## config.mk

```make
export PLATFORM = sky130hd
export DESIGN_NAME = dram_arbiter
export DESIGN_NICKNAME = d
export VERILOG_FILES = /design/src/rtl/mem_arb_defs.sv /design/src/rtl/rr_arbiter2.sv /design/src/rtl/dram_arbiter.sv
export SDC_FILE = /design/constraint.sdc
export NUM_CORES = 1
export LEC_CHECK = 0
export ABC_AREA = 1
export BUFFER_PORTS_ARGS = -buffer_cell sky130_fd_sc_hd__buf_2
export CAP_MARGIN = 20
export CORE_AREA = 4 4 535 537
export DETAILED_ROUTE_END_ITERATION = 8
export DIE_AREA = 0 0 539 541
export PLACE_DENSITY = 0.35
export SYNTH_ARGS = -nofsm -noshare
export SYNTH_HDL_FRONTEND = slang
export SYNTH_HIERARCHICAL = 1
export SYNTH_SLANG_ARGS = --single-unit
```

## constraint.sdc

```tcl
create_clock -name clk -period 3.28 [get_ports clk]
set_input_delay 0.328 -clock clk [delete_from_list [all_inputs] [get_ports clk]]
set_output_delay 0.328 -clock clk [all_outputs]
set_load 0.01 [all_outputs]
```

## src/rtl/mem_arb_defs.sv

```systemverilog
// Shared definitions for the DRAM port arbiter: FSM states, requester IDs and
// line geometry.
package mem_arb_defs;

  typedef enum logic [1:0] {
    IDLE = 2'd0,
    BUSY = 2'd1,
    DONE = 2'd2
  } state_t;

  localparam logic REQ_I = 1'b0;
  localparam logic REQ_D = 1'b1;

  localparam int LINE_OFFSET_BITS = 5;

endpackage

```

## src/rtl/rr_arbiter2.sv

```systemverilog
// Two-way round-robin pick: on a tie the side that did not win last time gets
// the grant, a lone requester always wins.
module rr_arbiter2
  import mem_arb_defs::*;
(
  input  logic [1:0] req,
  input  logic       last_grant,
  output logic       grant,
  output logic       valid
);

  always_comb begin
    valid = |req;
    grant = REQ_I;
    if (req[REQ_I] && req[REQ_D]) begin
      grant = ~last_grant;
    end else if (req[REQ_D]) begin
      grant = REQ_D;
    end
  end

endmodule

```

## src/rtl/dram_arbiter.sv

```systemverilog
// Shares one DRAM line port between the I-side and D-side cache paths, one
// transaction at a time, with a watchdog that aborts a DRAM that never acks.
module dram_arbiter
  import mem_arb_defs::*;
#(
  parameter int DATA_WIDTH  = 256,
  parameter int ADDR_WIDTH  = 32,
  parameter int TIMEOUT_CYC = 64
) (
  input  logic                  clk,
  input  logic                  rst,
  input  logic                  i_req,
  input  logic [ADDR_WIDTH-1:0] i_addr,
  output logic [DATA_WIDTH-1:0] i_data_o,
  output logic                  i_ack,
  input  logic                  d_req,
  input  logic                  d_we,
  input  logic [ADDR_WIDTH-1:0] d_addr,
  input  logic [DATA_WIDTH-1:0] d_data_i,
  output logic [DATA_WIDTH-1:0] d_data_o,
  output logic                  d_ack,
  output logic                  mem_cs,
  output logic                  mem_we,
  output logic [ADDR_WIDTH-1:0] mem_addr,
  output logic [DATA_WIDTH-1:0] mem_data_o,
  input  logic [DATA_WIDTH-1:0] mem_data_i,
  input  logic                  mem_ack,
  output logic                  err_o
);

  localparam int WD_WIDTH = (TIMEOUT_CYC > 0) ? $clog2(TIMEOUT_CYC + 1) : 1;
  localparam bit WD_EN    = (TIMEOUT_CYC > 0);
  localparam logic [WD_WIDTH-1:0] WD_LAST =
    (TIMEOUT_CYC > 0) ? WD_WIDTH'(TIMEOUT_CYC - 1) : '0;
  localparam logic [ADDR_WIDTH-1:0] LINE_MASK =
    ~ADDR_WIDTH'((1 << LINE_OFFSET_BITS) - 1);

  state_t                state, state_nxt;
  logic                  last_grant;
  logic                  pick_grant, pick_valid;
  logic                  grant_en, capture_en, abort;
  logic                  lat_we;
  logic [ADDR_WIDTH-1:0] lat_addr;
  logic [DATA_WIDTH-1:0] lat_data;
  logic [WD_WIDTH-1:0]   wd_cnt;
  logic                  err_flag;

  rr_arbiter2 u_rr (
    .req        ({d_req, i_req}),
    .last_grant (last_grant),
    .grant      (pick_grant),
    .valid      (pick_valid)
  );

  always_ff @(posedge clk or negedge rst) begin
    if (!rst) begin
      state <= IDLE;
    end else begin
      state <= state_nxt;
    end
  end

  // mem_ack wins over a watchdog expiry landing on the same cycle.
  always_comb begin
    state_nxt  = state;
    grant_en   = 1'b0;
    capture_en = 1'b0;
    abort      = 1'b0;
    case (state)
      IDLE: begin
        if (pick_valid) begin
          grant_en  = 1'b1;
          state_nxt = BUSY;
        end
      end
      BUSY: begin
        if (mem_ack) begin
          capture_en = 1'b1;
          state_nxt  = DONE;
        end else if (WD_EN && (wd_cnt == WD_LAST)) begin
          abort     = 1'b1;
          state_nxt = DONE;
        end
      end
      DONE:    state_nxt = IDLE;
      default: state_nxt = IDLE;
    endcase
  end

  // last_grant doubles as the owner of the transaction in flight.
  always_ff @(posedge clk or negedge rst) begin
    if (!rst) begin
      last_grant <= REQ_D;
      lat_we     <= 1'b0;
      lat_addr   <= '0;
      lat_data   <= '0;
      wd_cnt     <= '0;
      err_flag   <= 1'b0;
      i_data_o   <= '0;
      d_data_o   <= '0;
    end else begin
      if (grant_en) begin
        last_grant <= pick_grant;
        wd_cnt     <= '0;
        err_flag   <= 1'b0;
        if (pick_grant == REQ_D) begin
          lat_we   <= d_we;
          lat_addr <= d_addr & LINE_MASK;
          lat_data <= d_data_i;
        end else begin
          lat_we   <= 1'b0;
          lat_addr <= i_addr & LINE_MASK;
          lat_data <= '0;
        end
      end
      if (WD_EN && (state == BUSY)) begin
        wd_cnt <= wd_cnt + WD_WIDTH'(1);
      end
      if (abort) begin
        err_flag <= 1'b1;
      end
      if (capture_en) begin
        if (last_grant == REQ_D) begin
          d_data_o <= mem_data_i;
        end else begin
          i_data_o <= mem_data_i;
        end
      end
    end
  end

  assign mem_cs     = (state == BUSY);
  assign mem_we     = mem_cs & lat_we;
  assign mem_addr   = lat_addr;
  assign mem_data_o = lat_data;
  assign i_ack      = (state == DONE) && (last_grant == REQ_I);
  assign d_ack      = (state == DONE) && (last_grant == REQ_D);
  assign err_o      = (state == DONE) && err_flag;

endmodule

```

## Word level (Yosys, flattened, before mapping)

Cells that the tools add are included.

- Logic and storage cells: 48
- Input bits: 582
- Register bits: 812

- Bitwise gates (word level): 2
- Add/sub/neg operators: 1
- Equal/unequal tests: 5
- Reduce and logical (&&, ||, !) cells: 11
- Mux-type cells: 20

Operator list:

| operator | number |
|---|---|
| $mux 256 | 1 |
| $mux 32 | 1 |
| $mux 7 | 2 |
| $mux 1 | 12 |
| $add 7x1->7 const B | 1 |
| $eq 7x6->1 const B | 1 |
| $mux 2 | 3 |
| $reduce_and 2->1 | 3 |
| $logic_and 1x1->1 | 4 |
| $pmux 2 s2 | 1 |
| $reduce_bool 2->1 | 2 |
| $ne 3x1->1 const B | 1 |
| $eq 2x1->1 const B | 1 |
| $eq 2x2->1 const B | 1 |
| $logic_not 2->1 | 1 |
| $ne 2x2->1 const B | 1 |
| $reduce_or 2->1 | 1 |
| $and 1x1->1 | 1 |
| $not 1->1 | 1 |

## Longest topological paths before layout

- Depth after elaboration: 5
- Depth in mapped cells: 7

## Hierarchy

The synthesis kept the hierarchy.

Modules (own cells, without submodules):

| module | seq. area each (um^2) | instances | area an instance (um^2) | cells each |
|---|---|---|---|---|
| dram_arbiter | 20195.6 | 1 | 30774.5 | 3278 |
| rr_arbiter2 | 0.0 | 1 | 15.0 | 3 |

## Worst setup path before layout

No wires, ideal clock.

- Path kind: reg2reg
- From: register last_grant
- To: register lat_addr[23] (netlist: mem_addr[23])
- Cell stages (with the launch flop): 7
- Path buffers: 3
- Setup time: 124 ps
- Arrival: 1326 ps
- Period minus slack after synthesis: 1450 ps
- Slack: 1830 ps
- Required time: 3156 ps
- Cell sequence: dfstp_2 > a21oi_1 > buf_2 > buf_2 > clkbuf_1 > o211ai_1 > nand2_1

- Word-level cells in the longest chain between the ends: 3

Ends and longest elaborated chain:

| item | line | text |
|---|---|---|
| start, declared | dram_arbiter.sv:39 | `logic last_grant;` |
| start signal, assigned | dram_arbiter.sv:103 | `last_grant <= pick_grant;` |
| $not 1->1 | rr_arbiter2.sv:16 | `grant = ~last_grant;` |
| $mux 1 | rr_arbiter2.sv:15 | `if (req[REQ_I] && req[REQ_D]) begin` |
| named net pick_grant | dram_arbiter.sv:40 | `logic pick_grant, pick_valid;` |
| $mux 32 | dram_arbiter.sv:106 | `if (pick_grant == REQ_D) begin` |
| end signal, assigned | dram_arbiter.sv:108 | `lat_addr <= d_addr & LINE_MASK;` |
| end signal, assigned | dram_arbiter.sv:112 | `lat_addr <= i_addr & LINE_MASK;` |
| end, declared | dram_arbiter.sv:43 | `logic [ADDR_WIDTH-1:0] lat_addr;` |

The timed path passes the listed nets, and every way through them passes these cells.
A chain may end at the register's enable or synchronous reset.

## Worst setup path in the final report

- From: register last_grant
- To: register lat_addr[19] (netlist: mem_addr[19])

The elaborated chain is that of the path after synthesis.

==> out/results.txt <==
DP Cell Count: 8268
Sequential power share: 36.5%
Period utilization: 75.8%
Layout cells sized above 1: 30.9%
FP Rows: 195
Final WS setup: 0.794 ns
Worst Hold Path EP: wd_cnt[1]$_DFFE_PN0P_
Via count: 30100
Final Skew: 0.0378 ns
Clock buffer depth: 4
Die extent in y: 541 um
Fill cell count: 31800
Tot Pwr: 47.3 mW
Crit Reg-Reg Endpoint: mem_addr[19]$_DFFE_PN0P_
Sw Pwr: 19.4 mW
Reg2reg setup slack: 0.79 ns
HP Start: d_req
Place WS: 0.917 ns
Fin. Hold Viols: 0
Number of synthesized register bits: 807
Setup Crit Path Kind: reg -> reg
GRT Util Overall: 11.9%
WP buf/inv: 3
Avg Cell Area, Syn: 9.38 sq um
Count of cell types in the netlist: 24
Final #Nets: 5784
Worst Setup End Kind: register
WHS Path Cells: 5
Maxcap violations: 0
Die area: 0.292 sq mm
Comb power frac: 38.5%
Final setup violation count: 0
CTS tree: built
# IOs: 1387
Die width: 539 um
GR Overflow Total: 0
H-tree Lvls: 3
Clock power share: 25.0%
Input/output buffers: 1371
Initial antenna violation count: 61
Worst r2r src: last_grant$_DFFE_PN1P_
Power Internal: 27.9 mW
Worst Max-Slew Pin Slew: 0.974 ns
Global-route wire length before repair: 249000 um
Most frequent cells in the layout: buf_2, nand2_1, dfrtp_1
Largest net degree at the start of global routing: 151
DRC viols: 0
# resized after CTS: 0
Sw Ratio: 41.0%
CP top delay family: buffers and inverters
Power per cell area: 917 mW/mm^2
Root Driver: clkbuf_16
Post-route cell area: 0.0516 sq mm
Total wire length: 179000 um
Setup tns final: 0 ns
GP Congestion: 0.870
Post-DR vias/cell: 3.33
Most common cell on crit path: nand2_1
Area of the core: 0.282 sq mm
DR WL/cell: 19.8 um
Tightest Hold Check Type: in -> reg
Post-route ant nets: 0
Critical path peak fanout: 109
Drt first pass iters: 5
Synth Warn #: 6
Leak pwr: 26.0 nW
Status: finished, final reports clean
Fin cells: 9060
Placed instance area: 0.0423 sq mm
Max Freq: 402 MHz
VDD IR-drop max: 440 uV
Final worst path period need: 2.49 ns
Cell with the largest stage delay on the worst path: dlygate4sd3_1
Synthesized instance count: 3281
Area Overhead vs Synth: 67.5%
Critical path's largest stage delay: 0.61 ns
Commonest non-fill, non-tap cell in the layout: buf_2
Clock sink count: 807
Req. time, crit path: 3.95 ns
Max Transition Viols Final: 0
Cell Chain, Critical Path: a21oi_4 -> buf_12 -> buf_4 -> nand2_1 -> o211ai_1 -> dlygate4sd3_1 -> nand2_1
Detailed Place HPWL: 145000 um
Number of CTS-inserted buffers: 106
Synthesized area: 0.0308 sq mm
Startpoint Class: register
Clk slew on worst S/H paths: 0.06 ns
DR iter-0 viols: 1655
Clk Latency, worst-skew pair: 0.82 ns
Max transition margin: 35.1%
Critical Path AT: 3.15 ns
Unrepaired setup endpoints after global routing: false
Vias in the first global route: 31200
Worst Reg-to-Reg Cells: 7
Initial Util: 10.9%
Register area share after synthesis: 65.6%
## Yosys cell counts
library cell     n  area, sq um
nand3_2          1         10.0
buf_1            2         7.51
buf_4            5         37.5
inv_2            1         3.75
nand2_1       1132         4250
dfrtp_1        806        20200
inv_1          293         1100
buf_2          107          536
nor2_1          13         48.8
a21oi_1          5         25.0
o22ai_1          1         6.26
nand3_1          9         45.0
clkbuf_2         1         5.00
nor2_4           1         11.3
nand3_4          2         35.0
o21ai_0        575         2880
o21ai_1        196          981
dfstp_2          1         26.3
clkbuf_1        98          368
ha_1             1         12.5
buf_6            2         22.5
or2_1            1         6.26
conb_1           1         3.75
o211ai_1        27          203
## repair_timing
| action | 4_1_cts | 5_1_grt |
|---|---|---|
| hold buffers | 568 | 0 |
| endpoints found under the setup margin | 0 | 0 |
| buffers inserted | 0 | 0 |
| hold endpoints to repair | 823 | 0 |
## registers in the layout, summed over array words and instances, names as in the netlist
register / cells
d_data_o: 256
mem_addr: 27
err_flag: 1
state: 2
last_grant: 1
wd_cnt: 7
mem_data_o: 256
i_data_o: 256
lat_we: 1
## worst max-delay path by stage
| stage | startpoint | end | slack, ns | cells after the start |
|---|---|---|---|---|
| final | last_grant$_DFFE_PN1P_ | mem_addr[19]$_DFFE_PN0P_ | 0.79 | 7 |
| after global routing | state[1]$_DFFE_PN0P_ | mem_we | 0.62 | 4 |
| after CTS | state[1]$_DFFE_PN0P_ | mem_we | 0.65 | 4 |
| after detailed placement | state[0]$_DFFE_PN0P_ | i_data_o[151]$_DFFE_PN0P_ | 0.92 | 7 |
| after global placement | state[0]$_DFFE_PN0P_ | i_data_o[151]$_DFFE_PN0P_ | 0.91 | 7 |
| after floorplan | last_grant$_DFFE_PN1P_ | mem_addr[23]$_DFFE_PN0P_ | 1.83 | 6 |
## area by class of cell
cell class,instances,area [sq um],area share [%]
inverters,294,1100,2.14
well taps,3743,4680,9.08
flip-flops and latches,807,20200,39.2
clock inverters,35,384,0.745
multi-input cells,1969,8550,16.6
repair buffers,2023,13500,26.1
clock buffers,156,3120,6.05
diodes,33,82.6,0.160
## routing by layer
metal	wire length, um	track usage, %	vias to the layer above
li1	-	-	14300
met1	70300	13.5	14300
met2	90700	21.2	1216
met3	14000	3.76	224
met4	4170	3.07	32
met5	203	0	-
## power by group through the flow
stage	Sequential, mW	Clock (mW)	Combinational [mW]
after detailed placement	17.4	0	18.2
after floorplan	19.2	0	5.49
after global routing	17.8	12.7	20.1
after global placement	17.3	0	18.1
final	17.3	11.8	18.2
after CTS	17.3	12.3	18.9
## stage by stage
stage                     hold WS [ns]  util, %
after CTS                       0.0181     18.3
after detailed placement         0.451     15.0
after global placement           0.444     15.0
after global routing             0.108     18.3
final                            0.146     18.3
after floorplan                 0.0324        -
## cells by family (layout without fill, tap and decap cells)
group	Yosys count	in the layout	synth area share [%]
other	1	38	0.0122
AOI/OAI and AO/OA	804	804	13.3
DFF	807	807	65.6
and+or+nand+nor	1159	1159	14.3
buffers and inverters	509	2508	6.75
adders and majority gates	1	1	0.0406
## tightest hold or removal path, cell delays in order
cell and delay [ns]:
buf_2 0.09, or2_1 0.17, nand2_1 0.14, nand3_1 0.11, nand2_1 0.05
Power figures use the tool's default switching activity.
